## src/rtl/ds_pattern_tx_if.sv

```systemverilog
// Data-stream tx handshake bundle between the pattern transmitter and a NAP wrapper.
interface ds_pattern_tx_if #(
  parameter int unsigned DATA_WIDTH = 256,
  parameter int unsigned ADDR_WIDTH = 4
);

  logic                  valid;
  logic                  ready;
  logic [DATA_WIDTH-1:0] data;
  logic [ADDR_WIDTH-1:0] addr;
  logic                  sop;
  logic                  eop;

  modport master (
    output valid,
    output data,
    output addr,
    output sop,
    output eop,
    input  ready
  );

  modport slave (
    input  valid,
    input  data,
    input  addr,
    input  sop,
    input  eop,
    output ready
  );

endinterface

```

## src/rtl/ds_pattern_tx.sv

```systemverilog
// Periodic multi-beat pattern message transmitter driving a NAP data-stream tx side.
// Each beat carries {seq, beat index, pattern} in its low 32 bits; higher bits are zero.
module ds_pattern_tx #(
  parameter int unsigned DATA_WIDTH = 256,
  parameter int unsigned ADDR_WIDTH = 4,
  parameter int unsigned PERIOD     = 25_000_000,
  parameter int unsigned MSG_BEATS  = 2
) (
  input  logic                  clk,
  input  logic                  reset,
  input  logic                  i_enable,
  input  logic [1:0]            i_mode,
  input  logic [ADDR_WIDTH-1:0] i_dest_addr,
  ds_pattern_tx_if.master       tx,
  output logic [15:0]           o_msg_count,
  output logic                  o_busy
);

  localparam int unsigned TIMER_W   = (PERIOD > 1) ? $clog2(PERIOD) : 1;
  localparam int unsigned BEAT_W    = 8;
  localparam int unsigned SEQ_W     = 16;
  localparam int unsigned PAT_W     = 8;
  localparam int unsigned PAYLOAD_W = SEQ_W + BEAT_W + PAT_W;

  localparam logic [TIMER_W-1:0] TIMER_RELOAD = TIMER_W'(PERIOD - 1);
  localparam logic [BEAT_W-1:0]  LAST_BEAT    = BEAT_W'(MSG_BEATS - 1);
  localparam logic [PAT_W-1:0]   PAT_RESET    = 8'h01;

  typedef enum logic [1:0] {
    ST_IDLE  = 2'd0,
    ST_COUNT = 2'd1,
    ST_SEND  = 2'd2
  } state_t;

  state_t                state_q, state_d;
  logic [TIMER_W-1:0]    timer_q, timer_d;
  logic [BEAT_W-1:0]     beat_q, beat_d;
  logic [SEQ_W-1:0]      seq_q, seq_d;
  logic [PAT_W-1:0]      pat_q, pat_d;
  logic [ADDR_WIDTH-1:0] addr_q, addr_d;

  logic                  valid_q;
  logic                  busy_q;
  logic                  sop_q;
  logic                  eop_q;
  logic [DATA_WIDTH-1:0] data_q;

  logic                  send_d;
  logic                  sop_d;
  logic                  eop_d;
  logic [DATA_WIDTH-1:0] data_d;
  logic                  accept;

  // Next pattern byte for the selected advance mode.
  function automatic logic [PAT_W-1:0] advance(input logic [PAT_W-1:0] p,
                                               input logic [1:0]       m);
    logic [PAT_W-1:0] r;
    r = p;
    case (m)
      2'd0:    r = p + PAT_W'(1);
      2'd1:    r = (p == '0) ? PAT_RESET : {p[PAT_W-2:0], p[PAT_W-1]};
      2'd2:    r = (p == 8'h55) ? 8'hAA : 8'h55;
      default: r = ~p;
    endcase
    return r;
  endfunction

  assign accept = valid_q & tx.ready;

  // Next-state, counters and the payload for the beat presented after the next edge.
  always_comb begin
    state_d = state_q;
    timer_d = timer_q;
    beat_d  = beat_q;
    seq_d   = seq_q;
    pat_d   = pat_q;
    addr_d  = addr_q;
    send_d  = 1'b0;
    sop_d   = 1'b0;
    eop_d   = 1'b0;
    data_d  = '0;

    case (state_q)
      ST_IDLE: begin
        if (i_enable) begin
          state_d = ST_COUNT;
          timer_d = TIMER_RELOAD;
        end
      end

      ST_COUNT: begin
        if (!i_enable) begin
          state_d = ST_IDLE;
        end else if (timer_q == '0) begin
          state_d = ST_SEND;
          beat_d  = '0;
          addr_d  = i_dest_addr;
        end else begin
          timer_d = timer_q - TIMER_W'(1);
        end
      end

      ST_SEND: begin
        if (accept) begin
          if (beat_q == LAST_BEAT) begin
            seq_d  = seq_q + SEQ_W'(1);
            pat_d  = advance(pat_q, i_mode);
            beat_d = '0;
            if (i_enable) begin
              state_d = ST_COUNT;
              timer_d = TIMER_RELOAD;
            end else begin
              state_d = ST_IDLE;
            end
          end else begin
            beat_d = beat_q + BEAT_W'(1);
          end
        end
      end

      default: begin
        state_d = ST_IDLE;
      end
    endcase

    // Stalled beats recompute identical fields, so outputs stay stable under backpressure.
    send_d = (state_d == ST_SEND);
    if (send_d) begin
      sop_d  = (beat_d == '0);
      eop_d  = (beat_d == LAST_BEAT);
      data_d = DATA_WIDTH'(PAYLOAD_W'({seq_d, beat_d, pat_d}));
    end
  end

  // State, counters and registered outputs.
  always_ff @(posedge clk) begin
    if (reset) begin
      state_q <= ST_IDLE;
      timer_q <= '0;
      beat_q  <= '0;
      seq_q   <= '0;
      pat_q   <= PAT_RESET;
      addr_q  <= '0;
      valid_q <= 1'b0;
      busy_q  <= 1'b0;
      sop_q   <= 1'b0;
      eop_q   <= 1'b0;
      data_q  <= '0;
    end else begin
      state_q <= state_d;
      timer_q <= timer_d;
      beat_q  <= beat_d;
      seq_q   <= seq_d;
      pat_q   <= pat_d;
      addr_q  <= addr_d;
      valid_q <= send_d;
      busy_q  <= send_d;
      sop_q   <= sop_d;
      eop_q   <= eop_d;
      data_q  <= data_d;
    end
  end

  assign tx.valid    = valid_q;
  assign tx.data     = data_q;
  assign tx.addr     = addr_q;
  assign tx.sop      = sop_q;
  assign tx.eop      = eop_q;
  assign o_msg_count = seq_q;
  assign o_busy      = busy_q;

endmodule

```

## src/flat_wrapper.sv

```systemverilog
// flat-port wrapper written by rule: the top's interface ports become plain ports
module ds_pattern_tx_flat 
#(
  parameter int unsigned DATA_WIDTH = 256,
  parameter int unsigned ADDR_WIDTH = 4,
  parameter int unsigned PERIOD     = 25_000_000,
  parameter int unsigned MSG_BEATS  = 2
)
  (clk, reset, i_enable, i_mode, i_dest_addr, o_msg_count, o_busy, tx_valid, tx_data, tx_addr, tx_sop, tx_eop, tx_ready);
  ds_pattern_tx_if #(.DATA_WIDTH(DATA_WIDTH), .ADDR_WIDTH(ADDR_WIDTH)) tx_i ();
  input  logic clk;
  input  logic reset;
  input  logic i_enable;
  input  logic [1:0] i_mode;
  input  logic [ADDR_WIDTH-1:0] i_dest_addr;
  output logic [15:0] o_msg_count;
  output logic o_busy;
  output wire logic [$bits(tx_i.valid)-1:0] tx_valid;
  output wire logic [$bits(tx_i.data)-1:0] tx_data;
  output wire logic [$bits(tx_i.addr)-1:0] tx_addr;
  output wire logic [$bits(tx_i.sop)-1:0] tx_sop;
  output wire logic [$bits(tx_i.eop)-1:0] tx_eop;
  input wire logic [$bits(tx_i.ready)-1:0] tx_ready;
  assign tx_valid = tx_i.valid;
  assign tx_data = tx_i.data;
  assign tx_addr = tx_i.addr;
  assign tx_sop = tx_i.sop;
  assign tx_eop = tx_i.eop;
  assign tx_i.ready = tx_ready;
  ds_pattern_tx #(.DATA_WIDTH(DATA_WIDTH), .ADDR_WIDTH(ADDR_WIDTH), .PERIOD(PERIOD), .MSG_BEATS(MSG_BEATS)) u_core (.clk(clk), .reset(reset), .i_enable(i_enable), .i_mode(i_mode), .i_dest_addr(i_dest_addr), .tx(tx_i), .o_msg_count(o_msg_count), .o_busy(o_busy));
endmodule
```

## config.mk

```make
export PLATFORM = sky130hd
export DESIGN_NAME = ds_pattern_tx_flat
export DESIGN_NICKNAME = d
export VERILOG_FILES = /design/src/rtl/ds_pattern_tx_if.sv /design/src/rtl/ds_pattern_tx.sv /design/src/flat_wrapper.sv
export SDC_FILE = /design/constraint.sdc
export NUM_CORES = 1
export LEC_CHECK = 0
export CORE_ASPECT_RATIO = 0.75
export CORE_UTILIZATION = 39
export DETAILED_ROUTE_END_ITERATION = 6
export GPL_TIMING_DRIVEN = 0
export PLACE_DENSITY_LB_ADDON = 0.15
export SYNTH_ARGS = -nofsm -noshare
export SYNTH_HDL_FRONTEND = slang
export SYNTH_SLANG_ARGS = --single-unit
```

## constraint.sdc

```tcl
create_clock -name clk -period 5.9 [get_ports clk]
set_input_delay 0.885 -clock clk [delete_from_list [all_inputs] [get_ports clk]]
set_output_delay 0.885 -clock clk [all_outputs]
set_load 0.005 [all_outputs]
```

[Yosys cells after proc, flatten, opt, wreduce, memory -nomap -nowiden]
Cells that the tools add are included.
Operators by class
  add/sub/neg operators: 4
  multiply operators: 0
  divide/modulo/power cells: 0
  order comparisons: 0
  equality and inequality tests: 12
  shift-type cells: 0
  muxes and demuxes: 27
  bitwise gates (word level): 3
  reduce and logical (&&, ||, !) cells: 9
Operators by type and width (count)
  25-bit 2-to-1 mux: 5
  25-bit one-hot mux with 3 select lines: 1
  8-bit 2-to-1 mux: 9
  16-bit 2-to-1 mux: 3
  25-bit logical NOT: 1
  25-bit by 1-bit subtractor with 25-bit output (second input constant): 1
  8-bit one-hot mux with 3 select lines: 1
  16-bit by 1-bit adder with 16-bit output (second input constant): 1
  8-bit by 1-bit adder with 8-bit output (second input constant): 2
  8-bit by 1-bit == test with 1-bit output (second input constant): 2
  8-bit logical NOT: 2
  8-bit one-hot mux with 2 select lines: 1
  2-bit 2-to-1 mux: 5
  8-bit by 7-bit == test with 1-bit output (second input constant): 1
  8-bit inverter: 1
  2-bit == test (second input constant): 3
  2-bit one-hot mux with 3 select lines: 1
  5-bit AND reduction: 1
  2-bit by 1-bit == test with 1-bit output (second input constant): 2
  2-bit logical NOT: 2
  2-bit by 1-bit != test with 1-bit output (second input constant): 2
  2-bit != test (second input constant): 2
  3-bit AND reduction: 1
  3-bit nonzero test: 1
  4 further kinds: 4
Storage, ports and cells
  register bits after elaboration: 322
  bits in latches: 0
  bits in writable memories: 0
  memory bits (read-only): 0
  output and inout port bits: 280
  logic and storage cells: 66
  memories: 0

[Logic depth before layout (Yosys ltp)]
  depth after elaboration: 7
  depth in mapped cells: 11
  mapped depth without buffers: 8

[Least setup slack after synthesis]
Ideal clock, no wire load.
  path type: register -> register
  start: register u_core.timer_q[0]
  end: register u_core.data_q[13] (netlist: u_core.tx.data[13])
  library setup time: 0.067 ns
  arrival: 2.726 ns
  path slack: 3.106 ns
  cell stages (with the launch flop): 12
  buffers on the path: 3
  clock period less this slack: 2.794 ns
  cell sequence: dfxtp_1 -> inv_1 -> ha_1 -> or4b_1 -> clkbuf_1 -> or3_4 -> nor4b_4 -> o21ai_1 -> or3_1 -> buf_6 -> buf_6 -> nor2_1
Between the ends
  longest elaborated chain between the ends: 7
Ends and longest elaborated chain
  from (decl): line ds_pattern_tx.sv:36  | logic [TIMER_W-1:0] timer_q, timer_d;
  from (signal assigned): line ds_pattern_tx.sv:151  | timer_q <= timer_d;
  25-bit logical NOT (*): line ds_pattern_tx.sv:94  | end else if (timer_q == '0) begin
  2-bit 2-to-1 mux: line ds_pattern_tx.sv:94
  2-bit 2-to-1 mux: line ds_pattern_tx.sv:92  | if (!i_enable) begin
  2-bit one-hot mux with 3 select lines: line ds_pattern_tx.sv:83  | case (state_q)
  2-bit == test: line ds_pattern_tx.sv:127  | send_d = (state_d == ST_SEND);
  1-bit inverter (no line)
  2-bit OR reduction (no line)
  to (signal assigned): line ds_pattern_tx.sv:160  | data_q <= data_d;
  to (decl): line ds_pattern_tx.sv:46  | logic [DATA_WIDTH-1:0] data_q;
Mark *: on every way between the ends. The rest lies on a longest branch, timed or not.
A chain may end at the register's enable or synchronous reset.

[Final worst setup path]
  start: input tx_ready
  end: register u_core.seq_q[11] (netlist: u_core.o_msg_count[11])
Between the ends
  longest elaborated chain between the ends: 3
Ends and longest elaborated chain
  from (decl): line flat_wrapper.sv:23  | input wire logic [$bits(tx_i.ready)-1:0] tx_ready;
  1-bit bitwise AND: line ds_pattern_tx.sv:68  | assign accept = valid_q & tx.ready;
  16-bit 2-to-1 mux: line ds_pattern_tx.sv:104  | if (accept) begin
  16-bit 2-to-1 mux: line ds_pattern_tx.sv:83
  to (signal assigned): line ds_pattern_tx.sv:153  | seq_q <= seq_d;
  to (decl): line ds_pattern_tx.sv:38  | logic [SEQ_W-1:0] seq_q, seq_d;
No other way between the ends.

==> reports/results.ini <==
[clock_network]
cts_hold_buffers = 0
clk_path_buf_depth = 2
cts.sinks = 98
post_cts_buffers = 0
cts-resized-gates = 0
cts_tree = yes
numCtsBuffers = 9
htreeDepth = 3
clock_latency_ns = 0.36
cts-root-buf = clkbuf_16
cts.clk_slew.worst_paths_ns = 0.08

[global_routing]
gr-total-overflow = 0
grtUsageMet3_pct = 4.568
grt_antenna_before_repair = 0
globalRouteMet2Util_pct = 22.72
grt_pass1_wl_um = 19730
grt-busiest-layer = met2
met1_usage_pct = 21.48
grt_max_degree = 21
grt_usage_pct = 15.37
grt_pass1_vias = 3885

[floorplanning]
die_area_um2 = 16160
die_w_um = 146.5
die_h_um = 110.4
initial_core_util_pct = 39.97
fp.coreArea_um2 = 15270
io_pins = 290
rows = 39

[critical_path]
crit_arrival_ns = 3.74
r2r-start = u_core.timer_q[0]
crit_type = in2reg
required_ns = 6.13
critPathLaunchType = input port
crit_fanout = 10
cp-end-kind = flip-flop
rr_worst_depth = 11
r2r_slack_ns = 2.70
r2r_end = u_core.tx.data[3]

[synth]
ys_ff_latch = 98
synth_top_area_share_pct = 32.14
synth_edf_count = 0
async_flop_share_pct = 0
synthFlopType = dfxtp_1
yosysSeqAreaShare_pct = 32.14
synthesis.area_um2 = 6105
avgSynthCellArea_um2 = 8.340
ys_types = 55
synth_top_cell_by_area = dfxtp_1
synth_cells = 732
synth_area_leaders = dfxtp_1 (32%), buf_4 (28%), nor2_1 (4.5%)
ys.warnings.count = 0

[run_status]
status = finished clean

[route]
wl_per_cell_um = 10.38
routed_via_density = 4.056
dr.first_iter.drc_count = 329
postRouteAntennaNets = 0
vias = 5025
wl_um = 12860
first_pass_iters = 4
remaining_drc_errors = 0

[place]
gp_congestion = 0.8517
dp_hpwl_um = 10020
numPortBuffers = 63
place_inst = 1223

[cells_and_area]
fin_cells = 1239
drive_gt1_share_pct = 24.47
antennaDiodeCount = 0
layout_common_cells = buf_4 (225), conb_1 (224), dfxtp_1 (98)
layout_commonest_cell = buf_4
multi_input_area_um2 = 3075
seq_area_um2 = 1962
synthToLayoutAreaGrowth_pct = 33.26
final_util_pct = 53.26
layout.nets = 1050
nFillCells = 1481

[pwr]
irDropWorstVdd_mv = 0.1355
p_leak_nw = 3.930
cellPowerDensity_nw_per_um2 = 188.4

[timing]
slew_headroom_pct = 35.88
rsz0062_at_grt = false
setup_viol = 0
final.setup_skew_ns = 0.01110
timing.fmax_mhz = 284.8
drv_slew = 0
min_period_ns = 3.511
whs_ns = 0.4818
fin_crit_sh_pct = 59.51
fin_setup_tns_ns = 0
worstMarginPinSlew_ns = 0.9538
hold_viol = 0

[min_path]
hold_depth = 2
min_path_type = reg2reg
min_to = u_core.timer_q[24]
worstHoldStart = u_core.timer_q[24]

[flow_run]
maxCapViolations = 0

-- cell type report --
type	count	area share [%]
Multi-Input combinational cell	583	37.80
Sequential cell	98	24.12
Buffer	257	22.62
Timing Repair Buffer	63	7.751
Tap cell	205	3.153
Clock buffer	9	2.768
Clock inverter	7	0.9997
Inverter	17	0.7844
-- kinds of logic after synthesis --
family | share of synthesized area [%]
buffers and inverters | 31.19
and+or+nand+nor | 18.77
AOI/OAI and AO/OA | 10.86
DFF | 32.14
xor gates and xnor gates | 3.730
adders and majority gates | 2.255
muxes | 0.9838
other | 0.06143
-- power breakdown --
part	internal [mW]	switching (mW)	leakage, nW
sequential	0.674	0.0146	0.795
clock	0.303	0.290	0.150
combinational	0.132	0.118	2.99
-- worst max path at each step --
stage | start | to | slack (ns)
after detailed placement | tx_ready | u_core.o_msg_count[15] | 2.03
after floorplan | u_core.timer_q[0] | u_core.tx.data[13] | 3.11
after global placement | tx_ready | u_core.o_msg_count[15] | 2.04
after global routing | tx_ready | u_core.o_msg_count[11] | 2.18
final | tx_ready | u_core.o_msg_count[11] | 2.39
after CTS | tx_ready | u_core.o_msg_count[15] | 2.39
-- cell usage after synthesis (all sizes together), types with 7 or more instances --
| cell type | number |
|---|---|
| o31ai | 12 |
| xor2 | 24 |
| nor2 | 73 |
| dfxtp | 98 |
| or3 | 17 |
| nand4 | 11 |
| nor2b | 7 |
| nand3 | 19 |
| inv | 17 |
| a21oi | 31 |
| nand2 | 21 |
| nor3 | 14 |
| a31oi | 9 |
| ha | 11 |
| o21ai | 13 |
| nor4 | 7 |
| clkbuf | 25 |
| nand2b | 8 |
| buf | 232 |
| or4 | 13 |
-- registers in the layout (all words and copies together), names as in the netlist --
signal              cells
u_core.tx.eop           1
u_core.timer_q         25
u_core.o_msg_count     16
u_core.tx.valid         1
u_core.beat_q           8
u_core.tx.addr          4
u_core.tx.sop           1
u_core.state_q          2
u_core.pat_q            8
u_core.tx.data         32
-- layer usage --
layer,part of all wire (%),wire [um]
met5,0,0
met2,43,5533
met4,0.74,95
met1,47,6050
met3,9.2,1184
-- stage by stage --
stage	cell area, um^2	setup WS, ns	power (mW)
finish	8135	2.389	1.532
global route	8135	2.177	1.608
CTS	8135	2.387	1.543
detailed placement	7829	2.029	0.9455
global placement	7829	2.038	0.9452
floorplan	6942	3.106	0.9141
-- critical path, stage by stage --
cell and delay, ns:
clkdlybuf4s50_1 0.58, nand2_1 0.15, clkbuf_1 0.24, nor4_2 0.83, and4_1 0.29, clkbuf_1 0.33
nand3_1 0.16, xor2_1 0.22, nor2_1 0.06
No activity file was read; power rests on OpenSTA's default activity.
